[src/rtl/dmem_arbiter.sv]
// Two-port arbiter in front of the single-port data memory: core has priority, ext wins after MAX_WAIT denials.
// Optional ext bus locking is compiled in with `define DMEM_ARB_LOCK_EN.
module dmem_arbiter #(
   parameter int ADDR_W   = 32,
   parameter int DATA_W   = 32,
   parameter int MAX_WAIT = 4
) (
   input  logic              clk,
   input  logic              rst,
   input  logic              core_req,
   input  logic              core_we,
   input  logic [ADDR_W-1:0] core_addr,
   input  logic [DATA_W-1:0] core_wdata,
   output logic              core_gnt,
   output logic              core_rvalid,
   output logic [DATA_W-1:0] core_rdata,
   input  logic              ext_req,
   input  logic              ext_we,
   input  logic [ADDR_W-1:0] ext_addr,
   input  logic [DATA_W-1:0] ext_wdata,
   input  logic              ext_lock,
   output logic              ext_gnt,
   output logic              ext_rvalid,
   output logic [DATA_W-1:0] ext_rdata,
   output logic              mem_wr_en,
   output logic              mem_rd_en,
   output logic [ADDR_W-1:0] mem_addr,
   output logic [DATA_W-1:0] mem_wr_data,
   input  logic [DATA_W-1:0] mem_rdata
);

   typedef enum logic {ARB, EXT_LOCK} state_t;
   typedef enum logic [1:0] {OWN_NONE, OWN_CORE, OWN_EXT} owner_t;

   localparam logic [3:0] WAIT_LIMIT = 4'(MAX_WAIT);

   state_t            state_reg, state_next;
   owner_t            rsp_owner_reg, rsp_owner_next;
   logic [3:0]        wait_cnt_reg, wait_cnt_next;
   logic [DATA_W-1:0] core_rdata_reg, ext_rdata_reg;
   logic              force_ext;

`ifndef DMEM_ARB_LOCK_EN
   logic unused_lock;
   assign unused_lock = ext_lock;
`endif

   // Grants are suppressed during reset so no memory strobe leaks out while rst is high.
   always_comb begin
      force_ext = ext_req & ((wait_cnt_reg == WAIT_LIMIT) | (state_reg == EXT_LOCK));
      core_gnt  = ~rst & core_req & ~force_ext;
      ext_gnt   = ~rst & ext_req & ~core_gnt;
   end

   always_comb begin
      mem_wr_en   = 1'b0;
      mem_rd_en   = 1'b0;
      mem_addr    = '0;
      mem_wr_data = '0;
      if (core_gnt) begin
         mem_wr_en   = core_we;
         mem_rd_en   = ~core_we;
         mem_addr    = core_addr;
         mem_wr_data = core_wdata;
      end else if (ext_gnt) begin
         mem_wr_en   = ext_we;
         mem_rd_en   = ~ext_we;
         mem_addr    = ext_addr;
         mem_wr_data = ext_wdata;
      end
   end

   always_comb begin
      wait_cnt_next = 4'd0;
      if (ext_req & ~ext_gnt)
         wait_cnt_next = (wait_cnt_reg == WAIT_LIMIT) ? WAIT_LIMIT : wait_cnt_reg + 4'd1;

      rsp_owner_next = OWN_NONE;
      if (core_gnt & ~core_we)
         rsp_owner_next = OWN_CORE;
      else if (ext_gnt & ~ext_we)
         rsp_owner_next = OWN_EXT;

      state_next = state_reg;
`ifdef DMEM_ARB_LOCK_EN
      case (state_reg)
         ARB:      if (ext_gnt & ext_lock) state_next = EXT_LOCK;
         EXT_LOCK: if (~ext_lock | ~ext_req) state_next = ARB;
         default:  state_next = ARB;
      endcase
`else
      state_next = ARB;
`endif
   end

   always_ff @(posedge clk or posedge rst) begin
      if (rst) begin
         state_reg      <= ARB;
         rsp_owner_reg  <= OWN_NONE;
         wait_cnt_reg   <= 4'd0;
         core_rdata_reg <= '0;
         ext_rdata_reg  <= '0;
      end else begin
         state_reg     <= state_next;
         rsp_owner_reg <= rsp_owner_next;
         wait_cnt_reg  <= wait_cnt_next;
         // Only the port that owns the read captures; the other keeps its last data.
         if (rsp_owner_next == OWN_CORE) core_rdata_reg <= mem_rdata;
         if (rsp_owner_next == OWN_EXT)  ext_rdata_reg  <= mem_rdata;
      end
   end

   assign core_rvalid = (rsp_owner_reg == OWN_CORE);
   assign ext_rvalid  = (rsp_owner_reg == OWN_EXT);
   assign core_rdata  = core_rdata_reg;
   assign ext_rdata   = ext_rdata_reg;

endmodule

[config.mk]
export PLATFORM = sky130hd
export DESIGN_NAME = dmem_arbiter
export DESIGN_NICKNAME = d
export VERILOG_FILES = /design/src/rtl/dmem_arbiter.sv
export SDC_FILE = /design/constraint.sdc
export NUM_CORES = 1
export LEC_CHECK = 0
export ABC_CLOCK_PERIOD_IN_PS = 3600
export BUFFER_PORTS_ARGS = -buffer_cell sky130_fd_sc_hd__buf_2
export CORE_AREA = 2 2 116 118
export CTS_CLUSTER_DIAMETER = 200
export CTS_CLUSTER_SIZE = 14
export DETAILED_ROUTE_END_ITERATION = 16
export DIE_AREA = 0 0 118 120
export HOLD_SLACK_MARGIN = 0.02
export MAX_ROUTING_LAYER = met4
export PLACE_DENSITY = 0.58
export SYNTH_ARGS = -nofsm -noshare
export SYNTH_HDL_FRONTEND = slang
export SYNTH_SLANG_ARGS = --single-unit
[constraint.sdc]
create_clock -name clk -period 3.6 [get_ports clk]
set_input_delay 0.54 -clock clk [delete_from_list [all_inputs] [get_ports clk]]
set_output_delay 0.54 -clock clk [all_outputs]
set_load 0.05 [all_outputs]
After elaboration in Yosys (flattened, before gate mapping)
Cells that the tools add are included.
{"block": "classes", "order_cmp": 0, "n_bitwise": 14, "multipliers": 0, "n_addsub": 1, "shifts": 0, "div": 0, "n_eq_ne": 5, "n_reduce_logical": 0, "mux": 12}
{"operator": "$mux W32", "count": 4}
{"operator": "$and A1 B1 Y1", "count": 8}
{"operator": "$mux W4", "count": 2}
{"operator": "$not A1 Y1", "count": 6}
{"operator": "$add A4 B1 Y4 const B", "count": 1}
{"operator": "$eq A2 B1 Y1 const B", "count": 2}
{"operator": "$eq A2 B2 Y1 const B", "count": 2}
{"operator": "$eq A4 B3 Y1 const B", "count": 1}
{"operator": "$mux W1", "count": 4}
{"operator": "$mux W2", "count": 2}
{"block": "totals", "romBits": 0, "out_inout_bits": 134, "ff_bits": 70, "inputBits": 167, "elab_cells": 36, "latch_bits": 0, "ramBits": 0, "memories": 0}

Depth between registers and ports, before layout
{"block": "depth", "depth_word": 10, "ltp_mapped": 7, "mapped_depth_nobuf": 5}

Worst setup path before layout
OpenSTA, ideal clock, no wires.
{"block": "synth_path", "path_kind": "input-to-output", "from": "input rst", "to": "output mem_addr[12]", "stages": 4, "t_arrival_ns": 3.576, "t_required_ns": 3.060, "path_slack_ns": -0.516, "n_path_buf": 1, "path_cell_list": "inv_1 -> and3_1 -> clkbuf_1 -> a22o_1"}
{"block": "synth_between", "elab_chain_len": 7, "elab_cells_between_ends": 8, "cone_classes": "mux (2); bitwise (6)"}
{"item": "start: declaration", "line": "9", "rtl": "input logic rst,"}
{"item": "$not A1 Y1 *", "line": "51", "rtl": "core_gnt = ~rst & core_req & ~force_ext;"}
{"item": "$and A1 B1 Y1 * (2 in a row)", "line": "51"}
{"item": "via core_gnt", "line": "14", "rtl": "output logic core_gnt,"}
{"item": "$not A1 Y1", "line": "52", "rtl": "ext_gnt = ~rst & ext_req & ~core_gnt;"}
{"item": "$and A1 B1 Y1", "line": "52"}
{"item": "$mux W32", "line": "65", "rtl": "end else if (ext_gnt) begin"}
{"item": "$mux W32 *", "line": "60", "rtl": "if (core_gnt) begin"}
{"item": "end: declaration", "line": "27", "rtl": "output logic [ADDR_W-1:0] mem_addr,"}
Mark *: on every way through the listed nets, which the timed path passes. The rest lies on a longest branch.

Worst setup path in the final report
{"block": "layout_path", "from": "register wait_cnt_reg[0]", "to": "output mem_addr[27]"}
{"block": "layout_between", "elab_chain_len": 8}
{"item": "start: declaration", "line": "39", "rtl": "logic [3:0] wait_cnt_reg, wait_cnt_next;"}
{"item": "start signal: assignment", "line": "106", "rtl": "wait_cnt_reg <= wait_cnt_next;"}
{"item": "$eq A4 B3 Y1 *", "line": "50", "rtl": "force_ext = ext_req & ((wait_cnt_reg == WAIT_LIMIT) | (state_reg == EXT_LOCK));"}
{"item": "$and A1 B1 Y1 *", "line": "50"}
{"item": "$not A1 Y1 *", "line": "51"}
{"item": "$and A1 B1 Y1 *", "line": "51"}
{"item": "$not A1 Y1", "line": "52"}
{"item": "$and A1 B1 Y1", "line": "52"}
{"item": "$mux W32", "line": "65"}
{"item": "$mux W32 *", "line": "60"}
Every way passes the cells marked *; elsewhere a longest branch is shown, timed or not.

==> run_results.csv <==
group,metric,value,unit
outcome,outcome,"complete, no violations",
min_path,min_to,"ext_rdata[7]",
power,leakage,2.90,nW
timing,worst_slack,0.540,ns
finish,final_area,5330,um2
route,routed-via-count,3386,
route,maxUsedRoutingLayer,"met4",
logic_synthesis,synth_warnings,0,
finish,nets,717,
min_path,hold_class,"in -> reg",
logic_synthesis,synthFlopType,"dfrtp_1",
worst_setup_path,path_class,"reg -> out",
logic_synthesis,async_flop_share,1.00,
timing,hold_viol,0,
logic_synthesis,synth_seq_cells,70,
global_routing,grt_pass1_vias,3468,
route,first_pass_iters,4,
worst_setup_path,rrSetupSlack,1.14,ns
route,drt-total-wl,13300,um
run,cap_violations,0,
worst_setup_path,reg2reg_to,"core_rdata[12]",
finish,drive_gt1_frac,0.702,
finish,area_growth,57.6,%
power,power-per-cell-area,601,nW/um2
placement,placed_cell_area,5040,um2
logic_synthesis,synth_edf_count,0,
floorplanning,floorplan.die_area,14200,um2
global_routing,antenna_found_initial,2,
finish,final_common_cell,"buf_2",
worst_setup_path,reg2reg_depth,6,
global_routing,grt_first_pass_wirelength,19400,um
route,wl_met1,5520,um
route,wire_per_inst,18.1,um
worst_setup_path,r2r-start,"wait_cnt_reg[0]",
clock_network,cts_sinks,70,
logic_synthesis,synth_area,3380,um2
worst_setup_path,cp.arrival,2.52,ns
clock_network,cts_tree,"yes",
logic_synthesis,yosysSeqAreaShare,0.518,
worst_setup_path,cp-start-kind,"flop",
timing,finalSetupTns,0,ns
global_routing,overflow,0,
timing,finalCritPeriodShare,0.850,
timing,grt_setup_unrepaired,"false",
worst_setup_path,critPathCaptureType,"output port",
placement,placed_cells,713,
floorplanning,initial_core_util,0.260,
clock_network,root_buffer,"clkbuf_16",
route,drc_errors,0,
logic_synthesis,syn_inst,252,
timing,fin_crit,3.06,ns
clock_network,cts_resized,0,
floorplanning,rows,42,
worst_setup_path,required,3.06,ns
floorplanning,fp.dieW,118,um
clock_network,clk_latency,0.33,ns
timing,skew,0.00418,ns
route,antenna_left,0,
floorplanning,fp.dieH,120,um
global_routing,grt_max_degree,72,
clock_network,clk_pin_slew,0.06,ns
clock_network,htreeDepth,3,
route,viasPerCell,4.63,
logic_synthesis,synthDistinctLibCells,25,
clock_network,ctsHoldBuffers,0,
placement,dp_hpwl,10700,um
global_routing,grt_usage,0.186,
clock_network,cts_buffer_depth,2,
logic_synthesis,syn-num-nets,421,
finish,layout_common_cells,"buf_2 (299), dfrtp_1 (70), a22o_1 (64)",
finish,fillers,1308,
floorplanning,io_pins,301,
timing,slew_headroom,0.412,
route,met3_length,852,um
logic_synthesis,avgSynthCellArea,13.4,um2
placement,place_ws,0.886,ns
timing,worst_pin_slew,0.881,ns
worst_setup_path,path_max_fanout,27,
route,drt_iter0_drc,143,
timing,drv_slew,0,
placement,routabilityCongestion,0.790,
timing,setup_viol,0,
min_path,hold_depth,2,
floorplanning,coreArea,13000,um2
clock_network,cts_buffers,9,
power,irDropWorstVdd,0.382,mV
timing,achievable-frequency,0.327,GHz
placement,portBuffers,299,
clock_network,post_cts_buffers,0,
finish,layout.cells.non_filler,732,
route,wl_met2,6640,um
min_path,worstHoldStart,"mem_rdata[7]",
==> power by group <==
group | leakage [nW] | internal, W | switching [W] | total [W]
sequential | 0.843 | 0.000950 | 0.0000796 | 0.00103
combinational | 1.92 | 0.000368 | 0.00100 | 0.00137
clock | 0.132 | 0.000484 | 0.000319 | 0.000803
==> worst max-delay path by stage <==
stage | startpoint | endpoint | slack [ns] | cells after the start
5_1_grt | wait_cnt_reg[0] | mem_addr[27] | 0.37 | 7
4_1_cts | wait_cnt_reg[0] | mem_addr[27] | 0.53 | 7
2_1_floorplan | rst | mem_addr[12] | 0.19 | 4
3_5_place_dp | wait_cnt_reg[0] | mem_addr[27] | 0.89 | 7
3_3_place_gp | rst | mem_wr_en | 0.92 | 6
6_report | wait_cnt_reg[0] | mem_addr[27] | 0.54 | 7
==> Yosys cell counts, types with 3 or more instances <==
cell type / number / area [um2]
buf_2: 14 / 70.1
mux2_2: 63 / 709
nor2_1: 4 / 15.0
nand2_1: 3 / 11.3
inv_1: 6 / 22.5
dfrtp_1: 70 / 1750
buf_6: 3 / 33.8
a22o_1: 64 / 561
==> metrics by stage <==
step	total power, W	hold slack (ns)	util
6_report	0.00320	0.440	0.410
5_1_grt	0.00334	0.441	0.410
4_1_cts	0.00324	0.430	0.410
3_5_place_dp	0.00242	0.474	0.388
3_3_place_gp	0.00240	0.467	0.388
2_1_floorplan	0.00203	0.461	-
==> cells by family (layout without fill, tap and decap cells) <==
family | after synthesis | after routing | share of synthesized area
AND/OR/NAND/NOR | 20 | 20 | 0.0367
other | 0 | 3 | 0
multiplexers | 66 | 66 | 0.220
adder cells (fa/ha/maj) | 2 | 2 | 0.00740
flip-flops | 70 | 70 | 0.518
buffers and inverters | 26 | 327 | 0.0407
AO/OA/AOI/OAI | 68 | 68 | 0.177
==> metal layers <==
metal,global-route usage,vias to the layer above
li1,-,1550
met1,0.219,1664
met2,0.313,154
met3,0.0466,18
met4,0.0595,0
met5,-,-
==> worst max-delay path, cell delays in order (launching register included) <==
cell and delay, ns:
dfrtp_1 0.38, inv_1 0.07, ha_1 0.28, nand4b_1 0.15
and3_2 0.45, buf_4 0.35, a22o_1 0.18, buf_2 0.31
==> layout make-up <==
| class | count | area, um2 | share of cell area |
|---|---|---|---|
| repair buffers | 305 | 1540 | 0.289 |
| flip-flops and latches | 70 | 1750 | 0.329 |
| clock inverters | 5 | 33.8 | 0.00634 |
| diodes | 3 | 7.51 | 0.00141 |
| well taps | 176 | 220 | 0.0413 |
| inverters | 6 | 26.3 | 0.00493 |
| clock buffers | 11 | 243 | 0.0456 |
| multi-input cells | 156 | 1500 | 0.282 |
Note: power is estimated with default switching activity, not from simulation.
